## src/rtl/sample_deserializer_if.sv

```systemverilog
// Handshake/serial bundle between the sample deserializer and its neighbours:
// serial input side, and parallel output with valid/ready and status flags.
interface sample_deserializer_if #(
  parameter int WIDTH     = 12,
  parameter int OVR_CNT_W = 8
);
  logic                 sdata;
  logic                 sframe;
  logic [WIDTH-1:0]     d;
  logic                 d_valid;
  logic                 d_ready;
  logic                 frame_err;
  logic                 overrun;
  logic [OVR_CNT_W-1:0] ovr_count;

  modport master (
    input  sdata, sframe, d_ready,
    output d, d_valid, frame_err, overrun, ovr_count
  );

  modport slave (
    output sdata, sframe, d_ready,
    input  d, d_valid, frame_err, overrun, ovr_count
  );
endinterface

```

## src/rtl/sample_deserializer.sv

```systemverilog
// Serial-to-parallel sample assembler feeding the float converter: MSB-first
// framed words, double-buffered output register with valid/ready and overrun stats.
module sample_deserializer #(
  parameter int WIDTH     = 12,
  parameter int OVR_CNT_W = 8
) (
  input logic                    clk,
  input logic                    rst_n,
  sample_deserializer_if.master  bus
);

  localparam int                   CNT_W    = $clog2(WIDTH);
  localparam logic [CNT_W-1:0]     LAST_IDX = CNT_W'(WIDTH - 1);
  localparam logic [CNT_W-1:0]     CNT_ONE  = CNT_W'(1);
  localparam logic [OVR_CNT_W-1:0] OVR_MAX  = {OVR_CNT_W{1'b1}};

  typedef enum logic {
    IDLE  = 1'b0,
    SHIFT = 1'b1
  } state_e;

  state_e               state_q, state_d;
  logic [WIDTH-1:0]     sh_q, sh_d;
  logic [CNT_W-1:0]     cnt_q, cnt_d;
  logic [WIDTH-1:0]     d_q, d_d;
  logic                 d_valid_q, d_valid_d;
  logic                 frame_err_q, frame_err_d;
  logic                 overrun_q, overrun_d;
  logic [OVR_CNT_W-1:0] ovr_cnt_q, ovr_cnt_d;
  logic                 done_s;
  logic [WIDTH-1:0]     word_s;

  // The completed word includes the bit being sampled on this edge.
  assign word_s = {sh_q[WIDTH-2:0], bus.sdata};

  // State register and all output/status registers.
  always_ff @(posedge clk) begin
    if (!rst_n) begin
      state_q     <= IDLE;
      sh_q        <= {WIDTH{1'b0}};
      cnt_q       <= {CNT_W{1'b0}};
      d_q         <= {WIDTH{1'b0}};
      d_valid_q   <= 1'b0;
      frame_err_q <= 1'b0;
      overrun_q   <= 1'b0;
      ovr_cnt_q   <= {OVR_CNT_W{1'b0}};
    end else begin
      state_q     <= state_d;
      sh_q        <= sh_d;
      cnt_q       <= cnt_d;
      d_q         <= d_d;
      d_valid_q   <= d_valid_d;
      frame_err_q <= frame_err_d;
      overrun_q   <= overrun_d;
      ovr_cnt_q   <= ovr_cnt_d;
    end
  end

  // Framing FSM: an sframe always starts a new word, aborting one in progress.
  always_comb begin
    state_d     = state_q;
    sh_d        = sh_q;
    cnt_d       = cnt_q;
    frame_err_d = 1'b0;
    done_s      = 1'b0;
    case (state_q)
      IDLE: begin
        if (bus.sframe) begin
          sh_d    = {{(WIDTH-1){1'b0}}, bus.sdata};
          cnt_d   = CNT_ONE;
          state_d = SHIFT;
        end else begin
          state_d = IDLE;
        end
      end
      SHIFT: begin
        if (bus.sframe) begin
          frame_err_d = 1'b1;
          sh_d        = {{(WIDTH-1){1'b0}}, bus.sdata};
          cnt_d       = CNT_ONE;
          state_d     = SHIFT;
        end else if (cnt_q == LAST_IDX) begin
          sh_d    = word_s;
          cnt_d   = {CNT_W{1'b0}};
          done_s  = 1'b1;
          state_d = IDLE;
        end else begin
          sh_d    = word_s;
          cnt_d   = cnt_q + CNT_ONE;
          state_d = SHIFT;
        end
      end
      default: begin
        sh_d    = {WIDTH{1'b0}};
        cnt_d   = {CNT_W{1'b0}};
        state_d = IDLE;
      end
    endcase
  end

  // Output buffer: a full, unconsumed buffer drops the new word and counts it.
  always_comb begin
    d_d       = d_q;
    d_valid_d = d_valid_q;
    overrun_d = overrun_q;
    ovr_cnt_d = ovr_cnt_q;
    if (done_s) begin
      if (!d_valid_q || bus.d_ready) begin
        d_d       = word_s;
        d_valid_d = 1'b1;
      end else begin
        overrun_d = 1'b1;
        if (ovr_cnt_q != OVR_MAX) begin
          ovr_cnt_d = ovr_cnt_q + {{(OVR_CNT_W-1){1'b0}}, 1'b1};
        end else begin
          ovr_cnt_d = ovr_cnt_q;
        end
      end
    end else if (d_valid_q && bus.d_ready) begin
      d_valid_d = 1'b0;
    end else begin
      d_valid_d = d_valid_q;
    end
  end

  assign bus.d         = d_q;
  assign bus.d_valid   = d_valid_q;
  assign bus.frame_err = frame_err_q;
  assign bus.overrun   = overrun_q;
  assign bus.ovr_count = ovr_cnt_q;

endmodule

```

## src/flat_wrapper.sv

```systemverilog
// flat-port wrapper written by rule: the top's interface ports become plain ports
module sample_deserializer_flat 
#(
  parameter int WIDTH     = 12,
  parameter int OVR_CNT_W = 8
)
  (clk, rst_n, bus_sdata, bus_sframe, bus_d_ready, bus_d, bus_d_valid, bus_frame_err, bus_overrun, bus_ovr_count);
  sample_deserializer_if #(.WIDTH(WIDTH), .OVR_CNT_W(OVR_CNT_W)) bus_i ();
  input logic clk;
  input logic rst_n;
  input wire logic [$bits(bus_i.sdata)-1:0] bus_sdata;
  input wire logic [$bits(bus_i.sframe)-1:0] bus_sframe;
  input wire logic [$bits(bus_i.d_ready)-1:0] bus_d_ready;
  output wire logic [$bits(bus_i.d)-1:0] bus_d;
  output wire logic [$bits(bus_i.d_valid)-1:0] bus_d_valid;
  output wire logic [$bits(bus_i.frame_err)-1:0] bus_frame_err;
  output wire logic [$bits(bus_i.overrun)-1:0] bus_overrun;
  output wire logic [$bits(bus_i.ovr_count)-1:0] bus_ovr_count;
  assign bus_i.sdata = bus_sdata;
  assign bus_i.sframe = bus_sframe;
  assign bus_i.d_ready = bus_d_ready;
  assign bus_d = bus_i.d;
  assign bus_d_valid = bus_i.d_valid;
  assign bus_frame_err = bus_i.frame_err;
  assign bus_overrun = bus_i.overrun;
  assign bus_ovr_count = bus_i.ovr_count;
  sample_deserializer #(.WIDTH(WIDTH), .OVR_CNT_W(OVR_CNT_W)) u_core (.clk(clk), .rst_n(rst_n), .bus(bus_i));
endmodule
```

## config.mk

```make
export PLATFORM = sky130hd
export DESIGN_NAME = sample_deserializer_flat
export DESIGN_NICKNAME = d
export VERILOG_FILES = /design/src/rtl/sample_deserializer_if.sv /design/src/rtl/sample_deserializer.sv /design/src/flat_wrapper.sv
export SDC_FILE = /design/constraint.sdc
export NUM_CORES = 1
export LEC_CHECK = 0
export ABC_AREA = 1
export ABC_CLOCK_PERIOD_IN_PS = 1300
export BUFFER_PORTS_ARGS = -buffer_cell sky130_fd_sc_hd__buf_2
export CAP_MARGIN = 25
export CORE_MARGIN = 8
export CORE_UTILIZATION = 49
export DETAILED_ROUTE_END_ITERATION = 12
export PLACE_DENSITY = 0.74
export SETUP_SLACK_MARGIN = 0.5
export SYNTH_ARGS = -nofsm -noshare
export SYNTH_HDL_FRONTEND = slang
export SYNTH_SLANG_ARGS = --single-unit
```

## constraint.sdc

```tcl
create_clock -name clk -period 1.3 [get_ports clk]
set_clock_uncertainty 0.1 [all_clocks]
set_input_delay 0.065 -clock clk [delete_from_list [all_inputs] [get_ports clk]]
set_output_delay 0.065 -clock clk [all_outputs]
set_load 0.01 [all_outputs]
```

Yosys cells after proc, flatten, opt, wreduce, memory -nomap -nowiden
Index checks and enable logic that the tools add are counted.

storage, ports and cells
  logic and storage cells = 42
  output and inout port bits = 23
  register bits = 39
  bits of input ports = 5

cells by class
  $add $sub $neg = 2
  reductions and logical operators = 9
  bitwise logic cells = 2
  mux-type cells = 17
  equal/unequal tests = 4

operators by type and width
  cell                 number
  $mux 11              2
  $pmux 11 s2          1
  $mux 4               3
  $mux 1               9
  $add 8x1->8 const B  1
  $ne 8x8->1 const B   1
  $pmux 4 s2           1
  $reduce_and 2->1     4
  $add 4x1->4 const B  1
  $eq 4x4->1 const B   1
  $ne 2x2->1 const B   2
  $reduce_and 3->1     1
  $not 1->1            2
  $pmux 1 s2           1
  $reduce_bool 2->1    1
  $logic_and 1x1->1    1
  $logic_not 1->1      1
  $logic_or 1x1->1     1

Depth between registers and ports, before layout
  depth after elaboration = 6
  depth in mapped cells = 8
  depth with buffers taken out = 8

Least setup slack after synthesis
OpenSTA, ideal clock, no wires.

  path kind = flip-flop to flip-flop
  from = register u_core.ovr_cnt_q[0], in the netlist u_core.bus.ovr_count[0]
  to = register u_core.ovr_cnt_q[0], in the netlist u_core.bus.ovr_count[0]
  clock period less this slack = 1435 ps
  data required time = 1130 ps
  stages on the path, launching flop included = 8
  arrival = 1265 ps
  setup slack = -135 ps
  buffers on the path = 0
  cells stage by stage = dfxtp_1 > ha_1 > nand2_1 > nor2_1 > nand2_1 > nand3_1 > nand2_1 > a21oi_1

between the ends
  word-level cells in the longest chain between the ends = 2

ends and longest elaborated chain
  item                                                                 line                       text
  start, declared                                                      sample_deserializer.sv:29  logic [OVR_CNT_W-1:0] ovr_cnt_q, ovr_cnt_d;
  start signal, assigned                                               sample_deserializer.sv:46  ovr_cnt_q <= {OVR_CNT_W{1'b0}};
  start signal, assigned                                               sample_deserializer.sv:55  ovr_cnt_q <= ovr_cnt_d;
  parallel branches: the longest is 2 deep, another holds $add 8x1->8  n/a

Several ways; the timed one is not identified.
A chain may end at the register's enable or synchronous reset.

Worst setup path in the final report
  from = register u_core.cnt_q[1]
  to = register u_core.ovr_cnt_q[5], in the netlist u_core.bus.ovr_count[5]

between the ends
  word-level cells in the longest chain between the ends = 5

ends and longest elaborated chain
  item                        line                       text
  start, declared             sample_deserializer.sv:24  logic [CNT_W-1:0] cnt_q, cnt_d;
  start signal, assigned      sample_deserializer.sv:41  cnt_q <= {CNT_W{1'b0}};
  start signal, assigned      sample_deserializer.sv:50  cnt_q <= cnt_d;
  $eq 4x4->1                  sample_deserializer.sv:82  end else if (cnt_q == LAST_IDX) begin
  $mux 1                      sample_deserializer.sv:82
  $mux 1                      sample_deserializer.sv:77  if (bus.sframe) begin
  $mux 1                      sample_deserializer.sv:66  case (state_q)
  $reduce_and 3->1 (no line)  n/a

No other way between the ends.

==> impl_metrics.py <==
metrics = {
    "die": {
        "dieArea_sq_um": 5374,
        "pin_count": 28,
        "std_cell_rows": 21,
        "core_area_sq_um": 3232,
        "die_y_microns": 73.31,
        "start_util_pct": 49.79,
        "die_w_microns": 73.31,
    },
    "route": {
        "drc": 0,
        "drtPass1Iterations": 4,
        "ant_nets": 0,
        "wl_microns": 4107,
        "routedWlPerCell_microns": 13.04,
        "num_vias": 1580,
        "drt_iter0_markers": 106,
        "via_per_inst": 5.016,
    },
    "global_routing": {
        "grt_usage_pct": 15.66,
        "grt.busiest_layer": "met2",
        "grtUsageMet2_pct": 27.41,
        "grt_max_degree": 24,
        "antenna_found_initial": 0,
        "grt_use_met1_pct": 18.02,
        "grt_use_met3_pct": 3.411,
        "first_global_vias": 1482,
        "grt_pass1_wl_microns": 6665,
        "grt_remaining_overflow": 0,
    },
    "power": {
        "intPower_mw": 1.696,
        "p_seq_share_pct": 55.5,
        "clock_power_share_pct": 39.3,
        "switching_share_pct": 22.20,
        "ir_drop_mv": 0.6669,
        "power.density_nw_per_um2": 906.8,
        "p_switching_mw": 0.4842,
        "comb_power_share_pct": 5.2,
        "p_leak_nw": 0.9326,
    },
    "synth": {
        "synth-edff-count": 0,
        "async_flop_share_pct": 0,
        "synth_top_area_share_pct": 48.52,
        "synth_area_leader_cell": "dfxtp_1",
        "synth_nets": 220,
        "synth_cell_type_count": 22,
        "yosys_warnings": 0,
        "synthFlopType": "dfxtp_1",
        "ys_ff_latch": 39,
        "synth_commonest_cells": "nand2_1 (71), dfxtp_1 (39), a21oi_1 (34), nand3_1 (15), inv_1 (13)",
        "synth.top_cells.by_area": "dfxtp_1 (49%), nand2_1 (17%), a21oi_1 (11%)",
        "synth_area_sq_um": 1609,
        "netlist_instances": 213,
        "yosysMostFrequentCell": "nand2_1",
        "ys_seq_area_share_pct": 48.52,
        "syn_area_per_cell_sq_um": 7.554,
    },
    "setup_path": {
        "r2r-start": "u_core.cnt_q[1]$_SDFFE_PN0P_",
        "r2r_setup_slack_ns": -0.09,
        "cp-end-kind": "flip-flop",
        "path_cells": "ha_4, nand3_4, nor2_4, inv_2, nor2_4, nand2_1, a21oi_1",
        "crit_slowest_cell": "dfxtp_2",
        "cpPeakStageDelay_ns": 0.37,
        "ff2ff_path_depth": 7,
        "crit_top_cell": "nor2_4",
        "r2r-end": "u_core.bus.ovr_count[5]$_SDFFE_PN0P_",
        "path_max_fanout": 8,
        "worstPathRequired_ns": 1.48,
        "path_class": "reg2reg",
        "startpoint_type": "flip-flop",
        "cp_data_arrival_time_ns": 1.57,
    },
    "clocking": {
        "hold_buffers": 2,
        "path_clk_slew_ns": 0.12,
        "cts-root-buf": "clkbuf_4",
        "clock_latency_ns": 0.35,
        "htree_levels": 2,
        "tritoncts": "built",
        "cts_buffers": 5,
        "clock_path_buffers": 2,
        "clock_sinks": 39,
    },
    "cells_and_area": {
        "fin_util_pct": 74.41,
        "num_antenna_cells": 0,
        "areaGrowthSynthToFinish_pct": 49.46,
        "nNetsFinal": 275,
        "post_route_cells_drive_above_1_share_pct": 46.84,
    },
    "timing": {
        "relSlewSlack_pct": 82.90,
        "fin_crit_sh_pct": 106.8,
        "min_period_ns": 1.388,
        "fin_ws_ns": -0.08805,
        "setup_viol": 20,
        "fin_hold_ws_ns": -0.04244,
        "hold_viol": 2,
        "tightest_slew_ns": 0.2565,
        "fmax_mhz": 720.4,
        "drv_slew": 0,
        "rsz0062_at_grt": "true",
    },
    "place": {
        "globalplace.congestion": 0.7795,
        "dpl.hpwl_microns": 2463,
        "portBuffers": 27,
    },
    "job": {
        "max_cap_violations": 0,
    },
    "min_path": {
        "hold_class": "in2reg",
        "hp-start": "bus_sframe",
        "whs_endpoint": "u_core.bus.frame_err$_SDFF_PN0_",
        "holdPathStages": 3,
    },
    "status": {
        "status": "finished, violations left",
        "violations": "negative hold slack, negative setup slack",
    },
}
## metrics by stage
step                cells  TNS [ns]  worst slack (ns)  area, sq um  power [mW]
global placement      295   -0.2023          -0.03349         1951       1.326
finish                315   -0.9830          -0.08805         2405       2.181
global route          315    -2.973           -0.2145         2405       2.243
CTS                   310    -1.006          -0.08422         2349       2.191
detailed placement    295   -0.8052          -0.06719         1951       1.327
floorplan             213         0           0.01106         1708       1.302
## cell families after synthesis
| family | count (synthesis) | share of synthesized area, % |
|---|---|---|
| AO/OA/AOI/OAI | 40 | 12.91 |
| XOR/XNOR | 5 | 2.721 |
| adder cells (fa/ha/maj) | 2 | 1.555 |
| buffers and inverters | 23 | 6.920 |
| flip-flops | 39 | 48.52 |
| AND/OR/NAND/NOR | 104 | 27.37 |
## area by class of cell
class                   count  area, sq um
clock buffers               6        51.30
clock inverters             2        35.03
fillers                   253        827.0
inverters                  15        61.31
multi-input cells         151        867.1
flip-flops and latches     39        820.8
well taps                  46        57.56
repair buffers             56        511.7
## repair_timing
action / CTS / global route
gates cloned: 1 / 0
hold endpoints to repair: 6 / 2
pin swaps: 8 / 5
setup buffers: 4 / 5
gates resized for setup: 73 / 6
setup endpoints to repair: 61 / 61
## cell usage in the layout (no fill, tap or decap), drive strengths merged, types with 3 or more instances in the layout
| cell | Yosys | layout |
|---|---|---|
| a21oi | 34 | 34 |
| dfxtp | 39 | 39 |
| inv | 14 | 14 |
| clkbuf | 1 | 6 |
| buf | 6 | 54 |
| nor2 | 14 | 14 |
| o21ai | 3 | 3 |
| xor2 | 5 | 5 |
| nand3 | 16 | 16 |
| nand2 | 72 | 72 |
## metal layers
metal,vias up,routed length (microns)
met5,-,0
met3,7,167
li1,798,-
met2,23,2096
met4,0,64
met1,752,1778
## power groups by stage
stage          clock network, mW  logic [mW]  registers, mW
3_3_place_gp                   0      0.0845           1.24
6_report                   0.858       0.113           1.21
4_1_cts                    0.873       0.110           1.21
3_5_place_dp                   0      0.0842           1.24
2_1_floorplan                  0      0.0595           1.24
5_1_grt                    0.909       0.123           1.21
## worst max-delay path by stage
stage / from / to / slack, ns / depth (start not counted)
final: u_core.cnt_q[1]$_SDFFE_PN0P_ / u_core.bus.ovr_count[5]$_SDFFE_PN0P_ / -0.09 / 7
after global routing: u_core.cnt_q[1]$_SDFFE_PN0P_ / u_core.bus.ovr_count[6]$_SDFFE_PN0P_ / -0.21 / 7
after CTS: u_core.cnt_q[1]$_SDFFE_PN0P_ / u_core.bus.ovr_count[0]$_SDFFE_PN0P_ / -0.08 / 7
after floorplan: u_core.cnt_q[1]$_SDFFE_PN0P_ / u_core.bus.ovr_count[0]$_SDFFE_PN0P_ / 0.01 / 7
after global placement: u_core.bus.ovr_count[0]$_SDFFE_PN0P_ / u_core.bus.ovr_count[0]$_SDFFE_PN0P_ / -0.03 / 8
after detailed placement: u_core.cnt_q[1]$_SDFFE_PN0P_ / u_core.bus.ovr_count[5]$_SDFFE_PN0P_ / -0.07 / 7
## worst max-delay path: cells and delay by family (launching register included)
family                   cells  cell delay, ns
buffers and inverters        1            0.07
flip-flops                   1            0.37
adder cells (fa/ha/maj)      1            0.15
AO/OA/AOI/OAI                1            0.14
AND/OR/NAND/NOR              4            0.50
## state kept, by name, indices dropped and copies added, names as in the netlist
signal,count
u_core.cnt_q,4
u_core.bus.overrun,1
u_core.bus.frame_err,1
u_core.bus.d_valid,1
u_core.sh_q,11
u_core.state_q,1
u_core.bus.ovr_count,8
u_core.bus.d,12
(Power assumes the default switching activity.)
